File: config.mk
export PLATFORM = sky130hd
export DESIGN_NAME = mem_arbiter
export DESIGN_NICKNAME = d
export VERILOG_FILES = /design/src/rtl/mem_arbiter.sv
export SDC_FILE = /design/constraint.sdc
export NUM_CORES = 1
export LEC_CHECK = 0
export BUFFER_PORTS_ARGS = -buffer_cell sky130_fd_sc_hd__buf_2
export CORE_MARGIN = 3
export CORE_UTILIZATION = 41
export DETAILED_ROUTE_END_ITERATION = 12
export MAX_ROUTING_LAYER = met4
export PLACE_DENSITY = 0.67
export RECOVER_POWER = 100
export REMOVE_ABC_BUFFERS = 1
export SYNTH_ARGS = -nofsm -noshare
export SYNTH_HDL_FRONTEND = slang
export SYNTH_SLANG_ARGS = --single-unit
File: constraint.sdc
create_clock -name clk -period 5.63 [get_ports clk]
set_input_delay 0.563 -clock clk [delete_from_list [all_inputs] [get_ports clk]]
set_output_delay 0.563 -clock clk [all_outputs]
set_load 0.005 [all_outputs]
File: src/rtl/mem_arbiter.sv
// Memory arbiter: one pending slot each for CPU, PPU and refresh, sharing a
// single-outstanding-command memory controller via an IDLE/ISSUE/SETTLE/WAIT FSM.
module mem_arbiter #(
  parameter int REFRESH_INTERVAL  = 780,
  parameter int REFRESH_MAX_DEFER = 4
) (
  input  logic        clk,
  input  logic        reset,
  input  logic        cpu_req,
  input  logic        cpu_we,
  input  logic [21:0] cpu_addr,
  input  logic [7:0]  cpu_din,
  output logic [7:0]  cpu_dout,
  output logic        cpu_ack,
  input  logic        ppu_req,
  input  logic [21:0] ppu_addr,
  output logic [7:0]  ppu_dout,
  output logic        ppu_ack,
  output logic        mem_read_a,
  output logic        mem_read_b,
  output logic        mem_write,
  output logic        mem_refresh,
  output logic [21:0] mem_addr,
  output logic [7:0]  mem_din,
  input  logic [7:0]  mem_dout_a,
  input  logic [7:0]  mem_dout_b,
  input  logic        mem_busy,
  output logic        overrun
);

  localparam int RW = (REFRESH_INTERVAL > 1) ? $clog2(REFRESH_INTERVAL) : 1;
  localparam int DW = $clog2(REFRESH_MAX_DEFER + 1);
  localparam logic [RW-1:0] RELOAD = RW'(REFRESH_INTERVAL - 1);
  localparam logic [DW-1:0] DMAX   = DW'(REFRESH_MAX_DEFER);

  typedef enum logic [1:0] {IDLE, ISSUE, SETTLE, WAIT} state_t;
  typedef enum logic [1:0] {G_CPU, G_PPU, G_REF} gnt_t;

  state_t state, state_nx;
  gnt_t   gnt, gnt_nx;
  logic   grant;

  logic          cpu_pend, cpu_we_q;
  logic [21:0]   cpu_addr_q;
  logic [7:0]    cpu_din_q;
  logic          ppu_pend;
  logic [21:0]   ppu_addr_q;
  logic          ref_pend;
  logic [DW-1:0] defer;
  logic [RW-1:0] ref_cnt;

  logic cpu_take, ppu_take, cpu_eff, ppu_eff, ref_tick, done, issue;

  assign cpu_take = cpu_req && !cpu_pend;
  assign ppu_take = ppu_req && !ppu_pend;
  // An accepted request is visible to arbitration in the cycle it arrives.
  assign cpu_eff  = cpu_pend || cpu_take;
  assign ppu_eff  = ppu_pend || ppu_take;
  assign ref_tick = (ref_cnt == '0);
  assign done     = (state == WAIT) && !mem_busy;
  assign issue    = (state == ISSUE);

  always_ff @(posedge clk or posedge reset) begin
    if (reset) begin
      state <= IDLE;
      gnt   <= G_CPU;
    end else begin
      state <= state_nx;
      gnt   <= gnt_nx;
    end
  end

  always_comb begin
    state_nx = state;
    gnt_nx   = gnt;
    grant    = 1'b0;
    case (state)
      IDLE: begin
        if (!mem_busy && (cpu_eff || ppu_eff || ref_pend)) begin
          grant    = 1'b1;
          state_nx = ISSUE;
          if (ref_pend && defer == DMAX) gnt_nx = G_REF;
          else if (ppu_eff)              gnt_nx = G_PPU;
          else if (cpu_eff)              gnt_nx = G_CPU;
          else                           gnt_nx = G_REF;
        end
      end
      ISSUE:   state_nx = SETTLE;
      SETTLE:  state_nx = WAIT;
      WAIT:    if (!mem_busy) state_nx = IDLE;
      default: state_nx = IDLE;
    endcase
  end

  assign mem_read_a  = issue && (gnt == G_CPU) && !cpu_we_q;
  assign mem_write   = issue && (gnt == G_CPU) && cpu_we_q;
  assign mem_read_b  = issue && (gnt == G_PPU);
  assign mem_refresh = issue && (gnt == G_REF);
  assign mem_addr    = (issue && gnt == G_CPU) ? cpu_addr_q :
                       (issue && gnt == G_PPU) ? ppu_addr_q : '0;
  assign mem_din     = mem_write ? cpu_din_q : '0;

  always_ff @(posedge clk or posedge reset) begin
    if (reset) begin
      cpu_pend   <= 1'b0;
      cpu_we_q   <= 1'b0;
      cpu_addr_q <= '0;
      cpu_din_q  <= '0;
      ppu_pend   <= 1'b0;
      ppu_addr_q <= '0;
      overrun    <= 1'b0;
    end else begin
      if (cpu_take) begin
        cpu_pend   <= 1'b1;
        cpu_we_q   <= cpu_we;
        cpu_addr_q <= cpu_addr;
        cpu_din_q  <= cpu_din;
      end else if (done && gnt == G_CPU) begin
        cpu_pend <= 1'b0;
      end
      if (ppu_take) begin
        ppu_pend   <= 1'b1;
        ppu_addr_q <= ppu_addr;
      end else if (done && gnt == G_PPU) begin
        ppu_pend <= 1'b0;
      end
      if ((cpu_req && cpu_pend) || (ppu_req && ppu_pend)) overrun <= 1'b1;
    end
  end

  // A tick coinciding with refresh completion counts as a fresh due event.
  always_ff @(posedge clk or posedge reset) begin
    if (reset) begin
      ref_cnt  <= RELOAD;
      ref_pend <= 1'b0;
      defer    <= '0;
    end else begin
      ref_cnt <= ref_tick ? RELOAD : ref_cnt - 1'b1;
      if (ref_tick)                    ref_pend <= 1'b1;
      else if (done && gnt == G_REF)   ref_pend <= 1'b0;
      if (grant) begin
        if (gnt_nx == G_REF)               defer <= '0;
        else if (ref_pend && defer != DMAX) defer <= defer + 1'b1;
      end
    end
  end

  always_ff @(posedge clk or posedge reset) begin
    if (reset) begin
      cpu_ack  <= 1'b0;
      ppu_ack  <= 1'b0;
      cpu_dout <= 8'h00;
      ppu_dout <= 8'h00;
    end else begin
      cpu_ack <= done && (gnt == G_CPU);
      ppu_ack <= done && (gnt == G_PPU);
      if (done && gnt == G_CPU && !cpu_we_q) cpu_dout <= mem_dout_a;
      if (done && gnt == G_PPU)              ppu_dout <= mem_dout_b;
    end
  end

endmodule
---- Word-level counts from Yosys, hierarchy flattened ----
Cells that the tools add are included.
storage, ports and cells
  input port bits ......................... 74
  word-level logic and storage cells ...... 85
  register bits ........................... 92
cells by class
  equal/unequal tests ..................... 10
  $add $sub $neg .......................... 2
  muxes and demuxes ....................... 22
  reductions and logical operators ........ 35
operators with widths
  kind                                                  number
  2-to-1 mux 22 bit                                     2
  logical AND 1 bit                                     17
  2-to-1 mux 2 bit                                      7
  logical NOT 10 bit                                    1
  2-to-1 mux 10 bit                                     1
  subtractor 10 x 1 -> 10 bit (second input constant)   1
  equality test 2 bit (second input constant)           4
  2-to-1 mux 1 bit                                      8
  2-to-1 mux 8 bit                                      1
  case mux 2 bit (4 select lines)                       1
  nonzero test 2 bit                                    4
  2-to-1 mux 3 bit                                      2
  logical OR 1 bit                                      5
  equality test 2 x 1 -> 1 bit (second input constant)  2
  logical NOT 1 bit                                     4
  logical NOT 2 bit                                     2
  inequality test 2 bit (second input constant)         2
  AND reduction 2 bit                                   2
  adder 3 x 1 -> 3 bit (second input constant)          1
  equality test 3 bit (second input constant)           1
  inequality test 3 bit (second input constant)         1

---- Longest topological paths before layout ----
  depth in word-level cells ............... 11
  depth in mapped cells ................... 6

---- Worst setup path after synthesis ----
OpenSTA, ideal clock, no wires.
  kind .................................... register to output
  from .................................... register state[1]
  to ...................................... output mem_addr[10]
  data arrival time ....................... 1.507 ns
  stages on the path, launching flop included .. 6
  slack ................................... 3.560 ns
  data required time ...................... 5.067 ns
  path buffers ............................ 1
  cell sequence ........................... dfrtp_1 -> inv_1 -> ha_1 -> nor3b_1 -> clkbuf_1 -> a22o_1
on the way
  word-level cells in the longest chain between the ends .. 4
RTL lines
  what                              line  text
  from (decl)                       39    state_t state, state_nx;
  from (signal assigned)            68    state <= state_nx;
  equality test 2 x 1 -> 1 bit (*)  61    assign issue = (state == ISSUE);
  logical AND 1 bit                 100   (issue && gnt == G_PPU) ? ppu_addr_q : '0;
  2-to-1 mux 22 bit                 100
  2-to-1 mux 22 bit (*)             99    assign mem_addr = (issue && gnt == G_CPU) ? cpu_addr_q :
  to (decl)                         23    output logic [21:0] mem_addr,
Every way passes the cells marked *; elsewhere a longest branch is shown, timed or not.

---- Worst setup path in the final report ----
  from .................................... register state[1]
  to ...................................... output mem_addr[3]
Same word-level chain as after synthesis.

==> qor.yml <==
clk_pin_slew_ns: 0.10
synthDistinctLibCells: 40
clockBufferDepth: 2
hold_viol: 0
dieArea_mm2: 0.0110
violations: "max-capacitance violations, max-slew violations"
synth_top_family_by_area: "multiplexers"
finalNonFillerCells: 557
drv_cap: 3
final_cell_mix: "buf_2 (106), dfrtp_1 (87), mux2_2 (68)"
cts_tree: "built"
synth_xor_xnor_area_share_pct: 0.438
grt_pass1_wl_mm: 13.8
via_per_inst: 4.99
diodes: 0
cts_made_buffers: 9
die_h_um: 105
min_period_ns: 3.32
post-cts-setup-buffers: 0
cts_root_buf: "clkbuf_8"
postCtsHoldBufs: 0
rsz0062_at_grt: "no"
first_pass_iters: 5
wl_per_cell_um: 15.5
fin_crit_sh_pct: 59.0
netlist_area_mm2: 0.00400
area_delta_synth_final_pct: 22.6
htreeDepth: 3
synthFlopType: "dfrtp_1"
layout_commonest_cell: "buf_2"
setup_viol: 0
track_usage_pct: 16.1
ioPinCount: 127
grt_pass1_vias: 2827
synth_cells: 298
syn_area_per_cell_um2: 13.4
rows: 35
slew_headroom_pct: -22.1
async_flop_share_pct: 100
synth-compound-area-share_pct: 9.20
required_ns: 5.07
clk-insertion-delay-late_ns: 0.35
ys_seq_elements: 92
synth-simple-area-share_pct: 7.63
synth_fa_ha_area_share_pct: 2.50
hpwl_mm: 6.06
cts.sinks: 92
leakage_uw: 0.00231
cts_resized: 0
vias: 2782
nets: 505
path_class: "flop to output pin"
gp_congestion: 0.784
synth_edf_count: 0
max_freq_ghz: 0.301
critPathMaxFanout: 32
worstSetupStartpointType: "flop"
grt_max_degree: 55
yosysWarnings: 0
antenna_found_initial: 0
dpl.cell_count: 541
drt_iter0_markers: 115
worstMarginPinSlew_ns: 1.81
hold_class: "primary input to flop"
outcome: "finished, violations left"
drive_gt1_share_pct: 46.5
endpoint_kind: "output pin"
core_area_mm2: 0.00937
drc: 0
max-vdd-ir-drop_v: 0.000243
crit_arrival_ns: 2.76
routed_wl_mm: 8.62
die_w_um: 105
ant_nets: 0
initial_core_util_pct: 42.7
drv_slew: 83
power_density_mw_per_mm2: 464
setup_tns_ns: 0
io_buffers: 126
finalCoreUtilization_pct: 52.3
ys_seq_area_share_pct: 57.7
muxShareOfSynthArea_pct: 20.0
grt_overflow: 0
fin_skew_ns: 0.0101
-- path summary, 6_finish.rpt --
check                                      from                        end  slack (ns)  cells past startpoint
min reg2reg                ref_cnt[0]$_DFF_PP1_       ref_cnt[0]$_DFF_PP1_        0.49                      1
max reg2reg                state[0]$_DFFE_PP0P_    ppu_dout[2]$_DFFE_PP0P_        2.99                      3
min                               mem_dout_b[0]    ppu_dout[0]$_DFFE_PP0P_        0.42                      2
min in group asynchronous                 reset  ppu_addr_q[5]$_DFFE_PP0P_        0.62                      2
max in group asynchronous                 reset       defer[0]$_DFFE_PP0P_        3.64                      3
max                        state[1]$_DFFE_PP0P_                mem_addr[3]        2.31                      6
-- power by group --
group	internal [µW]	leakage, µW	switching (µW)
clock network	165	0.0000872	237
registers	946	0.00109	167
logic	439	0.00113	322
-- cell usage after synthesis, types with 2 or more instances --
cell type | instances | area share, %
buf_2 | 2 | 0.25
o31ai_1 | 4 | 0.75
nor2b_1 | 4 | 0.63
nand2b_1 | 2 | 0.31
clkbuf_1 | 13 | 1.2
or3_2 | 2 | 0.38
and3b_1 | 2 | 0.44
nor4_1 | 2 | 0.31
ha_1 | 8 | 2.5
nand2_1 | 7 | 0.66
nor2_1 | 7 | 0.66
a21oi_1 | 6 | 0.75
and3_1 | 8 | 1.3
o21ai_0 | 8 | 1.0
a221o_1 | 2 | 0.50
mux2_2 | 70 | 20
inv_1 | 10 | 0.94
nor4b_1 | 2 | 0.44
or4_1 | 3 | 0.56
a22o_1 | 23 | 5.0
or4b_1 | 2 | 0.50
nor3b_1 | 2 | 0.38
dfrtp_1 | 87 | 54
nand3_1 | 2 | 0.25
dfstp_2 | 5 | 3.3
-- routing by layer --
layer | global-route usage, % | share of wire, % | wire length [µm] | up-vias
met3 | 4.63 | 5.6 | 485 | 6
li1 | - | - | - | 1343
met5 | - | 0 | 0 | -
met4 | 4.03 | 0.75 | 65 | 0
met2 | 25.2 | 47 | 4020 | 79
met1 | 20.7 | 47 | 4040 | 1354
-- worst max-delay path: stages (launching register included) --
cell	delay, ns
dfrtp_1	0.42
inv_1	0.10
ha_1	0.18
nor3b_1	0.19
clkbuf_1	1.06
a22o_1	0.30
clkbuf_1	0.15
-- cell type report --
class                           count  area [µm²]
Timing Repair Buffer              130         624
Sequential cell                    92        2310
Tap cell                          129         161
Clock inverter                      6        47.5
Multi-Input combinational cell    180        1590
Inverter                           10        38.8
Fill cell                         861        4470
Clock buffer                       10         128
-- registers in the layout (all words and copies together), names as in the netlist --
name / count
cpu_ack: 1
cpu_addr_q: 22
cpu_din_q: 8
cpu_dout: 8
cpu_pend: 1
cpu_we_q: 1
defer: 3
gnt: 2
overrun: 1
ppu_ack: 1
ppu_addr_q: 22
ppu_dout: 8
ppu_pend: 1
ref_cnt: 10
ref_pend: 1
state: 2
-- through the flow --
| step | cell area, µm² | setup WS, ns | hold WS (ns) | total power (µW) |
|---|---|---|---|---|
| final | 4900 | 2.31 | 0.421 | 2270 |
| after global routing | 4900 | 2.03 | 0.404 | 2450 |
| after CTS | 4950 | 2.85 | 0.287 | 2320 |
| after detailed placement | 4770 | 3.24 | 0.451 | 1920 |
| after global placement | 4770 | 3.29 | 0.446 | 1880 |
| after floorplan | 3940 | 2.48 | 0.434 | 1610 |
-- logic make-up (layout without fill, tap and decap cells) --
logic type      Yosys count  count (layout)
fa+ha+maj                 8               8
mux                      71              71
flops                    92              92
compound gates           49              49
simple gates             50              50
buf+inv                  26             156
xor+xnor                  2               2
(Power assumes the default switching activity.)
